[src/rtl/ps2_host_tx.sv]
// Host-to-device PS/2 command transmitter: inhibits the bus, raises a request, shifts one
// byte plus odd parity and stop on device clock falls, then samples the device acknowledge.
//
// state       | meaning
// ------------+------------------------------------------------------------
// S_IDLE      | ready for a command byte
// S_INHIBIT   | clock line held low for INHIBIT_CYCLES
// S_REQ       | clock still low, data pulled low (start bit)
// S_BITS      | clock released; data/parity/stop driven on each device fall
// S_ACK       | next device fall samples the acknowledge bit
// S_WAIT_IDLE | waiting for both lines to float high
// S_DONE      | done pulse, back to idle
module ps2_host_tx #(
  parameter int unsigned INHIBIT_CYCLES = 5000,
  parameter int unsigned TIMEOUT_CYCLES = 750000,
  parameter int unsigned FILTER_LEN     = 8
) (
  input  logic       clk_i,
  input  logic       res_n_i,
  input  logic [7:0] tx_data_i,
  input  logic       tx_valid_i,
  output logic       tx_ready_o,
  output logic       tx_done_o,
  output logic       tx_ack_o,
  output logic       tx_err_o,
  output logic       busy_o,
  input  logic       ps2_clk_i,
  input  logic       ps2_data_i,
  output logic       ps2_clk_oe_o,
  output logic       ps2_data_oe_o
);

  localparam int unsigned IW = (INHIBIT_CYCLES > 1) ? $clog2(INHIBIT_CYCLES) : 1;
  localparam int unsigned TW = (TIMEOUT_CYCLES > 1) ? $clog2(TIMEOUT_CYCLES) : 1;
  localparam int unsigned FW = (FILTER_LEN > 1) ? $clog2(FILTER_LEN) : 1;
  localparam logic [IW-1:0] INH_LOAD = IW'(INHIBIT_CYCLES - 1);
  localparam logic [TW-1:0] TMO_LOAD = TW'(TIMEOUT_CYCLES - 1);
  localparam logic [FW-1:0] FLT_LOAD = FW'(FILTER_LEN - 1);

  typedef enum logic [2:0] {
    S_IDLE, S_INHIBIT, S_REQ, S_BITS, S_ACK, S_WAIT_IDLE, S_DONE
  } state_t;

  // Index 0 is the clock line, index 1 the data line.
  logic [1:0]          sync1_q, sync1_d, sync2_q, sync2_d, filt_q, filt_d;
  logic [1:0][FW-1:0]  fcnt_q, fcnt_d;
  logic                clk_prev_q, clk_prev_d;
  logic                fall;

  state_t              state_q, state_d;
  logic [7:0]          byte_q, byte_d;
  logic                par_q, par_d;
  logic [3:0]          idx_q, idx_d;
  logic [IW-1:0]       inh_q, inh_d;
  logic [TW-1:0]       tmo_q, tmo_d;
  logic                clk_oe_q, clk_oe_d, data_oe_q, data_oe_d;
  logic                ready_q, ready_d, done_q, done_d, ack_q, ack_d, err_q, err_d;
  logic                abort;
  logic [15:0]         frame;

  always_comb begin
    sync1_d    = {ps2_data_i, ps2_clk_i};
    sync2_d    = sync1_q;
    clk_prev_d = filt_q[0];
    for (int i = 0; i < 2; i++) begin
      filt_d[i] = filt_q[i];
      fcnt_d[i] = FLT_LOAD;
      if (sync2_q[i] != filt_q[i]) begin
        if (fcnt_q[i] == '0) filt_d[i] = sync2_q[i];
        else                 fcnt_d[i] = fcnt_q[i] - 1'b1;
      end
    end
  end

  assign fall  = clk_prev_q & ~filt_q[0];
  // Bits above parity read as 1, so idx 9 (stop) releases the data line.
  assign frame = {7'h7f, par_q, byte_q};

  always_comb begin
    state_d   = state_q;
    byte_d    = byte_q;
    par_d     = par_q;
    idx_d     = idx_q;
    inh_d     = inh_q;
    tmo_d     = tmo_q;
    clk_oe_d  = clk_oe_q;
    data_oe_d = data_oe_q;
    ready_d   = ready_q;
    done_d    = 1'b0;
    ack_d     = ack_q;
    err_d     = err_q;
    abort     = 1'b0;
    case (state_q)
      S_IDLE: begin
        if (tx_valid_i && ready_q) begin
          byte_d    = tx_data_i;
          par_d     = ~^tx_data_i;
          ack_d     = 1'b0;
          err_d     = 1'b0;
          clk_oe_d  = 1'b1;
          data_oe_d = 1'b0;
          inh_d     = INH_LOAD;
          ready_d   = 1'b0;
          state_d   = S_INHIBIT;
        end
      end
      S_INHIBIT: begin
        if (inh_q == '0) begin
          data_oe_d = 1'b1;
          state_d   = S_REQ;
        end else begin
          inh_d = inh_q - 1'b1;
        end
      end
      S_REQ: begin
        clk_oe_d = 1'b0;
        idx_d    = '0;
        tmo_d    = TMO_LOAD;
        state_d  = S_BITS;
      end
      S_BITS: begin
        if (fall) begin
          data_oe_d = ~frame[idx_q];
          idx_d     = idx_q + 4'd1;
          tmo_d     = TMO_LOAD;
          if (idx_q == 4'd9) state_d = S_ACK;
        end else if (tmo_q == '0) begin
          abort = 1'b1;
        end else begin
          tmo_d = tmo_q - 1'b1;
        end
      end
      S_ACK: begin
        if (fall) begin
          ack_d   = ~filt_q[1];
          err_d   = filt_q[1];
          tmo_d   = TMO_LOAD;
          state_d = S_WAIT_IDLE;
        end else if (tmo_q == '0) begin
          abort = 1'b1;
        end else begin
          tmo_d = tmo_q - 1'b1;
        end
      end
      S_WAIT_IDLE: begin
        if (filt_q == 2'b11) begin
          done_d  = 1'b1;
          state_d = S_DONE;
        end else if (fall) begin
          tmo_d = TMO_LOAD;
        end else if (tmo_q == '0) begin
          abort = 1'b1;
        end else begin
          tmo_d = tmo_q - 1'b1;
        end
      end
      S_DONE: begin
        ready_d = 1'b1;
        state_d = S_IDLE;
      end
      default: state_d = S_IDLE;
    endcase
    if (abort) begin
      clk_oe_d  = 1'b0;
      data_oe_d = 1'b0;
      ack_d     = 1'b0;
      err_d     = 1'b1;
      done_d    = 1'b1;
      state_d   = S_DONE;
    end
  end

  always_ff @(posedge clk_i or negedge res_n_i) begin
    if (!res_n_i) begin
      sync1_q    <= 2'b11;
      sync2_q    <= 2'b11;
      filt_q     <= 2'b11;
      fcnt_q     <= {2{FLT_LOAD}};
      clk_prev_q <= 1'b1;
      state_q    <= S_IDLE;
      byte_q     <= '0;
      par_q      <= 1'b0;
      idx_q      <= '0;
      inh_q      <= '0;
      tmo_q      <= '0;
      clk_oe_q   <= 1'b0;
      data_oe_q  <= 1'b0;
      ready_q    <= 1'b1;
      done_q     <= 1'b0;
      ack_q      <= 1'b0;
      err_q      <= 1'b0;
    end else begin
      sync1_q    <= sync1_d;
      sync2_q    <= sync2_d;
      filt_q     <= filt_d;
      fcnt_q     <= fcnt_d;
      clk_prev_q <= clk_prev_d;
      state_q    <= state_d;
      byte_q     <= byte_d;
      par_q      <= par_d;
      idx_q      <= idx_d;
      inh_q      <= inh_d;
      tmo_q      <= tmo_d;
      clk_oe_q   <= clk_oe_d;
      data_oe_q  <= data_oe_d;
      ready_q    <= ready_d;
      done_q     <= done_d;
      ack_q      <= ack_d;
      err_q      <= err_d;
    end
  end

  assign tx_ready_o    = ready_q;
  assign busy_o        = ~ready_q;
  assign tx_done_o     = done_q;
  assign tx_ack_o      = ack_q;
  assign tx_err_o      = err_q;
  assign ps2_clk_oe_o  = clk_oe_q;
  assign ps2_data_oe_o = data_oe_q;

endmodule

[config.mk]
export PLATFORM = sky130hd
export DESIGN_NAME = ps2_host_tx
export DESIGN_NICKNAME = d
export VERILOG_FILES = /design/src/rtl/ps2_host_tx.sv
export SDC_FILE = /design/constraint.sdc
export NUM_CORES = 1
export LEC_CHECK = 0
export CAP_MARGIN = 20
export CORE_ASPECT_RATIO = 0.7
export CORE_MARGIN = 4
export CORE_UTILIZATION = 25
export CTS_CLUSTER_DIAMETER = 100
export DETAILED_ROUTE_END_ITERATION = 12
export GPL_ROUTABILITY_DRIVEN = 0
export SLEW_MARGIN = 25
export SYNTH_ARGS = -nofsm -noshare
export SYNTH_HDL_FRONTEND = slang
export SYNTH_SLANG_ARGS = --single-unit
[constraint.sdc]
create_clock -name clk_i -period 7.2 [get_ports clk_i]
set_clock_uncertainty 0.15 [all_clocks]
set_input_delay 1.44 -clock clk_i [delete_from_list [all_inputs] [get_ports clk_i]]
set_output_delay 1.44 -clock clk_i [all_outputs]
set_load 0.02 [all_outputs]
==> Flow_metrics.wiki, run 1 <==
{| class="wikitable"
! Metric !! Value
|-
| Final clock period utilization by the worst path || 47.5%
|-
| Hold violation count in the final report || 0
|-
| Clock latency of the later-clocked register in the worst-skew pair || 330 ps
|-
| Max-slew violation total from the final report || 0
|-
| Worst Setup SP || tx_valid_i
|-
| Starting Density || 25.5%
|-
| Setup repair after global routing missed its margin || false
|-
| Clock-pin slew on the worst setup and hold paths || 50 ps
|-
| Standby leakage power || 1.73 nW
|-
| Initial DRC Count || 156
|-
| Reg2reg start || inh_q[0]$_DFFE_PN0P_
|-
| CTS root buf || sky130_fd_sc_hd__clkbuf_16
|-
| DRT antenna net count || 0
|-
| Worst Setup End Kind || flip-flop
|-
| Worst Hold Slack || 206 ps
|-
| Vertical die dimension || 108 microns
|-
| Tot GR Track Use || 9.94%
|-
| Input/output buffers || 19
|-
| Overall die area || 16200 sq um
|-
| Row count || 36
|-
| Via Count || 2667
|-
| Post-synth top flop || sky130_fd_sc_hd__dfrtp_1
|-
| Via count of the first global-routing pass || 2631
|-
| Ant diodes || 0
|-
| PnR Total Power || 1.53 mW
|-
| CTS tree || built
|-
| DIE WIDTH || 150 microns
|-
| Highest Clock Rate || 0.293 GHz
|-
| Relative slew slack || 43.3%
|-
| Global-route wire length before repair || 12900 microns
|-
| Power Density || 361 nW/um^2
|-
| Net count of the finished layout || 411
|-
| Number of clock sinks || 68
|-
| Busiest layer in global routing || met2
|-
| Pin count of the biggest net entering global routing || 69
|-
| Worst slack at placement || 3420 ps
|-
| Capturing instance or port of the critical path || inh_q[9]$_DFFE_PN0P_
|-
| Met3 usage in global routing || 2.82%
|-
| CTS buffer count || 9
|-
| Arrival time of the worst setup path || 3450 ps
|-
| Hold buffer count at cts || 0
|-
| Finish-stage setup viols || 0
|-
| RR Endpoint || state_q[0]$_DFFE_PN0P_
|-
| Worst-path fanout max || 15
|-
| Number of optimization iterations in the first detailed-route pass || 4
|-
| Max-cap check violation count || 0
|-
| Sequential area share after synthesis || 48.4%
|-
| Critical path data required time || 7240 ps
|-
| Async set-or-reset flop fraction in the synthesized netlist || 100%
|-
| Count of placed standard cells in the final layout, fillers left out || 584
|-
| Setup slack of the most critical reg-to-reg path || 4390 ps
|-
| Resized Gates After CTS || 0
|-
| Critical path class || in -> reg
|-
| Slew at the pin closest to its max-slew limit || 851 ps
|-
| Syn_nets || 392
|-
| Total Negative Setup Slacks || 0 ps
|-
| Fraction of final layout cells with drive strength greater than 1 || 12.7%
|-
| DP HPWL || 5010 microns
|-
| Via/cell ratio || 4.57
|-
| Count of distinct cell types in the synthesized netlist || 52
|-
| Min-Delay Path Class || reg -> reg
|-
| Relative area change from synthesis to final layout || 19.5%
|-
| Wire length per cell after detailed routing || 12.6 microns
|-
| Global-route met1 utilization || 13.4%
|-
| Depth of the most critical reg-to-reg path || 8
|-
| Worst ir drop on vdd || 0.133 mV
|-
| Setup crit start kind || primary input
|-
| Buffers inserted during post-CTS setup optimization || 0
|-
| Met2 track demand over resource in global routing || 15.3%
|-
| Buffers from clock root to sink, at most || 2
|-
| DP Cell Count || 568
|-
| Outcome || finished, final reports clean
|-
| Fin crit period || 3420 ps
|-
| H-Tree Level Count || 3
|-
| Crit path setup slack, layout || 3780 ps
|-
| Area of the core || 13900 sq um
|-
| Instance count of the mapped netlist || 370
|-
| Warnings from Yosys || 0
|-
| Routed Wire Length || 7360 microns
|-
| Ports || 20
|-
| Number of antenna violations at the first check in global routing || 0
|-
| Number of flops mapped to enable cells by yosys || 0
|-
| Total congestion overflow after global routing || 0
|-
| Count of state elements after synthesis || 68
|-
| Post-Syn Area || 3550 sq um
|-
| Post-synthesis average cell area || 9.59 sq um
|-
| Remaining routing DRC violations || 0
|-
| Number of cells on the worst hold path || 0
|}
-- placed cells by master, fill, tap and decap left out, drive strengths merged, types with 4 or more instances in the layout --
master         count
dfstp             14
clkdlybuf4s50     18
xor2              26
a21oi             17
nand2             56
nand4b             6
o21ai             17
or4                6
nor3              11
a31oi              4
clkbuf            14
inv               13
ha                 9
nand3             15
xnor2              7
nor4               4
nor2b              5
mux2               4
nand4              7
dfrtp             54
nand2b             7
nand3b             4
nor2              37
-- sequential cells by signal, indices dropped and copies added (netlist names), 2 cells and up --
name and count:
tmo_q 20, filt_q 2, sync2_q 2, state_q 3, sync1_q 2, idx_q 4
inh_q 13, byte_q 8, fcnt_q 6
-- kinds of logic (layout without fill, tap and decap cells) --
| logic type | Yosys count | after routing | synth area share [%] |
|---|---|---|---|
| mux | 8 | 8 | 3.10 |
| flops | 68 | 68 | 48.4 |
| simple gates | 172 | 172 | 25.1 |
| buf+inv | 26 | 50 | 2.75 |
| xor+xnor | 33 | 33 | 8.14 |
| compound gates | 54 | 54 | 9.31 |
| fa+ha+maj | 9 | 9 | 3.17 |
-- worst max-delay path: stages --
cell,delay (ps)
sky130_fd_sc_hd__clkdlybuf4s50_1,520
sky130_fd_sc_hd__nand3_1,420
sky130_fd_sc_hd__o21ai_1,610
sky130_fd_sc_hd__nand3_1,200
sky130_fd_sc_hd__xor2_1,190
sky130_fd_sc_hd__nand2_1,70
-- worst min path at each step --
stage                               from                   end  slack, ps
floorplan           sync1_q[0]$_DFF_PN1_  sync2_q[0]$_DFF_PN1_        200
global placement    sync1_q[1]$_DFF_PN1_  sync2_q[1]$_DFF_PN1_        200
detailed placement  sync1_q[0]$_DFF_PN1_  sync2_q[0]$_DFF_PN1_        200
CTS                 sync1_q[0]$_DFF_PN1_  sync2_q[0]$_DFF_PN1_        210
global route        sync1_q[1]$_DFF_PN1_  sync2_q[1]$_DFF_PN1_        210
finish              sync1_q[1]$_DFF_PN1_  sync2_q[1]$_DFF_PN1_        210
-- synthesized netlist by cell type (4+ instances only) --
| master | instances | area [sq um] |
|---|---|---|
| sky130_fd_sc_hd__or4_1 | 4 | 30.0 |
| sky130_fd_sc_hd__ha_1 | 9 | 113 |
| sky130_fd_sc_hd__clkbuf_1 | 12 | 45.0 |
| sky130_fd_sc_hd__dfstp_2 | 14 | 368 |
| sky130_fd_sc_hd__nor3_1 | 11 | 55.1 |
| sky130_fd_sc_hd__mux2_2 | 4 | 45.0 |
| sky130_fd_sc_hd__a31oi_1 | 4 | 25.0 |
| sky130_fd_sc_hd__nand2_1 | 56 | 210 |
| sky130_fd_sc_hd__xor2_1 | 26 | 228 |
| sky130_fd_sc_hd__dfrtp_1 | 54 | 1350 |
| sky130_fd_sc_hd__inv_1 | 13 | 48.8 |
| sky130_fd_sc_hd__nand3b_1 | 4 | 30.0 |
| sky130_fd_sc_hd__nor2b_1 | 5 | 31.3 |
| sky130_fd_sc_hd__nor2_1 | 37 | 139 |
| sky130_fd_sc_hd__nand2b_1 | 7 | 43.8 |
| sky130_fd_sc_hd__o21ai_0 | 17 | 85.1 |
| sky130_fd_sc_hd__a21oi_1 | 15 | 75.1 |
| sky130_fd_sc_hd__nand3_1 | 14 | 70.1 |
| sky130_fd_sc_hd__nand4_1 | 7 | 43.8 |
| sky130_fd_sc_hd__nand4b_1 | 6 | 52.6 |
| sky130_fd_sc_hd__xnor2_1 | 7 | 61.3 |
-- report_power, final --
part           internal, mW  leakage, nW  total (mW)  switching, mW
logic                 0.204        0.805       0.490          0.286
registers             0.493        0.780       0.603          0.110
clock network         0.286        0.147       0.436          0.149
total                 0.983         1.73        1.53          0.545
-- final cells by class --
cell class,instances,area [sq um]
clock buffers,14,264
clock inverters,2,35.0
fillers,1433,9680
inverters,13,48.8
multi-input cells,276,1740
flip-flops and latches,68,1720
well taps,190,238
repair buffers,21,200
-- per-stage QoR --
| step | util (%) | area [sq um] |
|---|---|---|
| after CTS | 30.4 | 4240 |
| after detailed placement | 28.3 | 3940 |
| final | 30.5 | 4240 |
| after global routing | 30.5 | 4240 |
| after floorplan | - | 3550 |
| after global placement | 28.3 | 3940 |
-- per-layer routing --
layer,up-vias,wire [microns]
li1,1311,-
met1,1293,3640
met2,51,3310
met3,12,321
met4,0,96
met5,-,0
No activity file was read; power rests on OpenSTA's default activity.
==> run 2: changes to the inputs <==
clock period = 3.5 ns   (was 7.2 ns; I/O delays follow)
==> run 2 against run 1 <==
  * First-iteration DRC count fell by 7.7%
  * Clock power rose by 99%
  * Highest routed layer unchanged
  * Global-route usage fell by 0.064 points
==> Flow_metrics.wiki, run 2 (same netlist as run 1, synthesis figures left out) <==
{| class="wikitable"
! Metric !! Value
|-
| Fraction of final layout cells with drive strength greater than 1 || 13.6%
|-
| CTS tree || built
|-
| Setup crit start kind || flip-flop
|-
| Final core area utilization || 30.5%
|-
| Min-Delay Path Class || reg -> reg
|-
| Max-cap check violation count || 0
|-
| Clock latency of the later-clocked register in the worst-skew pair || 330 ps
|-
| CTS root buf || sky130_fd_sc_hd__clkbuf_16
|-
| Slew at the pin closest to its max-slew limit || 851 ps
|-
| H-Tree Level Count || 3
|-
| Via count of the first global-routing pass || 2726
|-
| Overall die area || 16200 sq um
|-
| Outcome || finished, final reports clean
|-
| Count of placed standard cells in the final layout, fillers left out || 587
|-
| Initial DRC Count || 144
|-
| Worst slack at placement || 627 ps
|-
| Power Density || 733 nW/um^2
|-
| Reg2reg start || inh_q[0]$_DFFE_PN0P_
|-
| Resized Gates After CTS || 0
|-
| Hold violation count in the final report || 0
|-
| Row count || 36
|-
| Leading cell type in the layout, fill and taps excluded || sky130_fd_sc_hd__nand2_1
|-
| Input/output buffers || 19
|-
| Relative slew slack || 43.3%
|-
| Starting Density || 25.5%
|-
| Finish-stage setup viols || 0
|-
| DIE WIDTH || 150 microns
|-
| Arrival time of the worst setup path || 2910 ps
|-
| Biggest regs || tmo_q (20), inh_q (13), byte_q (8)
|-
| Tot GR Track Use || 9.88%
|-
| Worst Hold Slack || 206 ps
|-
| Wire length per cell after detailed routing || 12.5 microns
|-
| Leading cell types in the layout, fill and taps excluded || 56 x sky130_fd_sc_hd__nand2_1, 54 x sky130_fd_sc_hd__dfrtp_1, 37 x sky130_fd_sc_hd__nor2_1
|-
| Standby leakage power || 1.75 nW
|-
| Total congestion overflow after global routing || 0
|-
| Capturing instance or port of the critical path || state_q[0]$_DFFE_PN0P_
|-
| Remaining routing DRC violations || 0
|-
| Via Count || 2673
|-
| Setup repair after global routing missed its margin || false
|-
| Total Negative Setup Slacks || 0 ps
|-
| Clock-pin slew on the worst setup and hold paths || 50 ps
|-
| Worst Setup End Kind || flip-flop
|-
| DRT antenna net count || 0
|-
| Pin count of the biggest net entering global routing || 69
|-
| Number of optimization iterations in the first detailed-route pass || 4
|-
| Ant diodes || 0
|-
| Worst Setup SP || inh_q[0]$_DFFE_PN0P_
|-
| DP Cell Count || 571
|-
| Number of antenna violations at the first check in global routing || 0
|-
| Routed Wire Length || 7320 microns
|-
| Number of clock sinks || 68
|-
| Worst ir drop on vdd || 0.285 mV
|-
| Fin crit period || 2850 ps
|-
| Worst-path fanout max || 6
|-
| CTS buffer count || 9
|-
| Max-slew violation total from the final report || 0
|-
| Highest Clock Rate || 0.351 GHz
|-
| Hold buffer count at cts || 0
|-
| Register with the most flip-flops || tmo_q
|-
| Vertical die dimension || 108 microns
|-
| Global-route wire length before repair || 12900 microns
|-
| Relative area change from synthesis to final layout || 19.7%
|-
| Depth of the most critical reg-to-reg path || 8
|-
| Via/cell ratio || 4.55
|-
| Area of the core || 13900 sq um
|-
| Ports || 20
|-
| RR Endpoint || state_q[0]$_DFFE_PN0P_
|-
| Net count of the finished layout || 414
|-
| Buffers from clock root to sink, at most || 2
|-
| Critical path data required time || 3560 ps
|-
| Critical path class || reg -> reg
|-
| Setup slack of the most critical reg-to-reg path || 650 ps
|-
| DP HPWL || 5020 microns
|-
| Final clock period utilization by the worst path || 81.5%
|-
| Flip-flop count of the largest register after layout || 20
|-
| Crit path setup slack, layout || 648 ps
|-
| Buffers inserted during post-CTS setup optimization || 0
|}
==> run 2: critical path: stages (launching register included) <==
cell	delay (ps)
sky130_fd_sc_hd__dfrtp_1	410
sky130_fd_sc_hd__inv_1	70
sky130_fd_sc_hd__ha_1	200
sky130_fd_sc_hd__or4b_2	600
sky130_fd_sc_hd__nor4_1	440
sky130_fd_sc_hd__nor2_1	240
sky130_fd_sc_hd__o21ai_0	200
sky130_fd_sc_hd__nand2_1	130
sky130_fd_sc_hd__mux2_2	290
==> run 2: final cells by class <==
class	count	area, sq um
Sequential cell	68	1720
Clock inverter	4	21.3
Clock buffer	12	268
Multi-Input combinational cell	276	1730
Inverter	13	48.8
Timing Repair Buffer	24	223
Fill cell	1407	9670
Tap cell	190	238
==> run 2: layer usage <==
metal  vias up  wire, microns  global-route usage (%)
li1       1323              -                       -
met1      1286           3640                    13.2
met2        51           3270                    15.0
met3        13            291                    3.20
met4         0            114                    3.46
met5         -              0                       0
==> run 2: worst min-delay path by stage <==
stage	from	to	slack, ps	depth (start not counted)
finish	sync1_q[1]$_DFF_PN1_	sync2_q[1]$_DFF_PN1_	210	0
floorplan	sync1_q[0]$_DFF_PN1_	sync2_q[0]$_DFF_PN1_	200	0
detailed placement	sync1_q[1]$_DFF_PN1_	sync2_q[1]$_DFF_PN1_	200	0
global placement	sync1_q[1]$_DFF_PN1_	sync2_q[1]$_DFF_PN1_	200	0
global route	sync1_q[0]$_DFF_PN1_	sync2_q[0]$_DFF_PN1_	210	0
CTS	sync1_q[1]$_DFF_PN1_	sync2_q[1]$_DFF_PN1_	210	0
==> run 2: power breakdown <==
group	total, mW	internal [mW]	switching, mW
logic	1.01	0.422	0.593
clock network	0.867	0.538	0.329
registers	1.23	1.01	0.220
total	3.11	1.97	1.14
==> run 2: stage by stage <==
step / power (mW) / area [sq um]
floorplan: 1.95 / 3550
global placement: 2.23 / 3960
detailed placement: 2.26 / 3960
CTS: 3.14 / 4250
global route: 3.36 / 4250
finish: 3.11 / 4250
==> run 3: changes to the inputs <==
clock period = 2.5 ns   (was 3.5 ns; I/O delays follow)
==> run 3 against run 2 <==
  * Register-to-register slack got worse by 530 ps
  * Setup slack got worse by 530 ps
  * Via count rose by 4.2%
  * Clock-buffer cell count fell by 2
  * Critical path depth fell by 1
  * Power rose by 53%
  * Sequential cell count did not move
  * Maximum frequency rose by 20%
  * First-iteration DRC count fell by 9.7%
  * Die area did not move
  * Sequential power rose by 37%
  * Critical path type unchanged
  * Critical endpoint is now tx_err_o$_DFFE_PN0P_
  * Largest cell class unchanged
  * Largest power group is now combinational cells
==> Flow_metrics.wiki, run 3 (same netlist as run 1, synthesis figures left out) <==
{| class="wikitable"
! Metric !! Value
|-
| Relative slew slack || 52.2%
|-
| Number of antenna violations at the first check in global routing || 0
|-
| Setup slack of the most critical reg-to-reg path || 120 ps
|-
| Pin count of the biggest net entering global routing || 69
|-
| Input/output buffers || 19
|-
| Hold buffer count at cts || 0
|-
| Net count of the finished layout || 442
|-
| Ports || 20
|-
| Ant diodes || 0
|-
| Leading cell types in the layout, fill and taps excluded || 56 x sky130_fd_sc_hd__nand2_1, 54 x sky130_fd_sc_hd__dfrtp_1, 36 x sky130_fd_sc_hd__nor2_1
|-
| Biggest regs || tmo_q (20), inh_q (13), byte_q (8)
|-
| Worst Hold Slack || 31.7 ps
|-
| Number of optimization iterations in the first detailed-route pass || 4
|-
| Row count || 36
|-
| Finish-stage setup viols || 0
|-
| Global-route wire length before repair || 13200 microns
|-
| H-Tree Level Count || 3
|-
| Slew at the pin closest to its max-slew limit || 711 ps
|-
| Leading cell type in the layout, fill and taps excluded || sky130_fd_sc_hd__nand2_1
|-
| Wire length per cell after detailed routing || 12.4 microns
|-
| Initial DRC Count || 130
|-
| Min-Delay Path Class || in -> async
|-
| Hold violation count in the final report || 0
|-
| Clock latency of the later-clocked register in the worst-skew pair || 330 ps
|-
| Internal Dissipation || 3.11 mW
|-
| Starting Density || 25.5%
|-
| Setup crit start kind || flip-flop
|-
| Switching share of total power || 34.7%
|-
| Worst Setup End Kind || flip-flop
|-
| Register with the most flip-flops || tmo_q
|-
| Critical path class || reg -> reg
|-
| Worst-path fanout max || 4
|-
| Worst ir drop on vdd || 0.588 mV
|-
| Vertical die dimension || 108 microns
|-
| DIE WIDTH || 150 microns
|-
| Arrival time of the worst setup path || 2450 ps
|-
| Standby leakage power || 1.90 nW
|-
| DRT antenna net count || 0
|-
| Filler cells || 1400
|-
| DP HPWL || 5290 microns
|-
| Relative area change from synthesis to final layout || 28.5%
|-
| Critical path data required time || 2560 ps
|-
| Fin crit period || 2380 ps
|-
| Part of the power in the clock network || 28.8%
|-
| Via Count || 2785
|-
| Max-cap check violation count || 0
|-
| Total Negative Setup Slacks || 0 ps
|-
| Overall die area || 16200 sq um
|-
| Area of the core || 13900 sq um
|-
| Remaining routing DRC violations || 0
|-
| Depth of the most critical reg-to-reg path || 7
|-
| Tot GR Track Use || 10.2%
|-
| CTS buffer count || 9
|-
| Routed Wire Length || 7640 microns
|-
| Switch Pwr || 1.65 mW
|-
| Final clock period utilization by the worst path || 95.4%
|-
| Via count of the first global-routing pass || 2767
|-
| Outcome || finished, final reports clean
|-
| Reg2reg start || tmo_q[4]$_DFFE_PN0P_
|-
| Highest Clock Rate || 0.419 GHz
|-
| Fraction of final layout cells with drive strength greater than 1 || 21.2%
|-
| Max-slew violation total from the final report || 0
|-
| Number of clock sinks || 68
|-
| Worst Setup SP || tmo_q[4]$_DFFE_PN0P_
|-
| Buffers from clock root to sink, at most || 2
|-
| Clock-pin slew on the worst setup and hold paths || 60 ps
|-
| CTS root buf || sky130_fd_sc_hd__clkbuf_16
|-
| Setup repair after global routing missed its margin || false
|-
| Flip-flop count of the largest register after layout || 20
|-
| Power Density || 1040 nW/um^2
|-
| Total congestion overflow after global routing || 0
|-
| Combinational fraction of design power || 35.9%
|-
| Via/cell ratio || 4.53
|-
| CTS tree || built
|-
| Part of the total power dissipated in sequential elements || 35.3%
|}
-- run 3: area by class of cell --
cell class | instances | area, sq um | area share, %
Multi-Input combinational cell | 276 | 1770 | 38.8
Sequential cell | 68 | 1720 | 37.7
Tap cell | 190 | 238 | 5.21
Inverter | 13 | 48.8 | 1.07
Timing Repair Buffer | 52 | 458 | 10.0
Clock inverter | 6 | 87.6 | 1.92
Clock buffer | 10 | 239 | 5.24
-- run 3: layer usage --
| metal | up-vias | part of all wire (%) | global-route usage, % |
|---|---|---|---|
| li1 | 1381 | - | - |
| met2 | 66 | 43 | 14.8 |
| met5 | - | 0 | 0 |
| met1 | 1328 | 51 | 14.4 |
| met4 | 0 | 1.3 | 3.72 |
| met3 | 10 | 4.8 | 2.95 |
-- run 3: through the flow --
step / setup slack (ps) / utilization [%] / area [sq um] / instances / power, mW
2_1_floorplan: 1.53 / - / 3550 / 370 / 2.73
3_3_place_gp: 25.6 / 29.8 / 4150 / 593 / 3.30
3_5_place_dp: 21.8 / 29.8 / 4150 / 593 / 3.35
4_1_cts: 21.3 / 32.2 / 4490 / 610 / 4.77
5_1_grt: 15.3 / 32.8 / 4560 / 615 / 5.10
6_report: 116 / 32.8 / 4560 / 615 / 4.76
-- run 3: power by group through the flow --
stage / combinational [mW] / clock, mW / sequential [mW]
2_1_floorplan: 1.11 / 0 / 1.63
3_3_place_gp: 1.62 / 0 / 1.68
3_5_place_dp: 1.66 / 0 / 1.69
4_1_cts: 1.67 / 1.42 / 1.69
5_1_grt: 1.91 / 1.45 / 1.73
6_report: 1.71 / 1.37 / 1.68
-- run 3: critical path: stages, from the launching register on --
cell and delay, ps:
sky130_fd_sc_hd__dfrtp_1 400, sky130_fd_sc_hd__or4_4 570, sky130_fd_sc_hd__nor4b_4 230, sky130_fd_sc_hd__buf_4 190, sky130_fd_sc_hd__nand3_4 80, sky130_fd_sc_hd__a31o_1 190, sky130_fd_sc_hd__buf_4 140, sky130_fd_sc_hd__a211o_2 320
-- run 3: worst paths after layout --
check                                        endpoint
worst min register to register   sync2_q[0]$_DFF_PN1_
min in group clk_i               sync2_q[0]$_DFF_PN1_
max in group asynchronous        sync2_q[0]$_DFF_PN1_
worst max-delay path             tx_err_o$_DFFE_PN0P_
worst min-delay path            byte_q[6]$_DFFE_PN0P_
worst max register to register   tx_err_o$_DFFE_PN0P_
-- run 3: what timing repair did --
item	CTS	global route
resized for setup	0	9
setup buffers	1	5
pin swaps	1	4
setup endpoints to repair	1	19
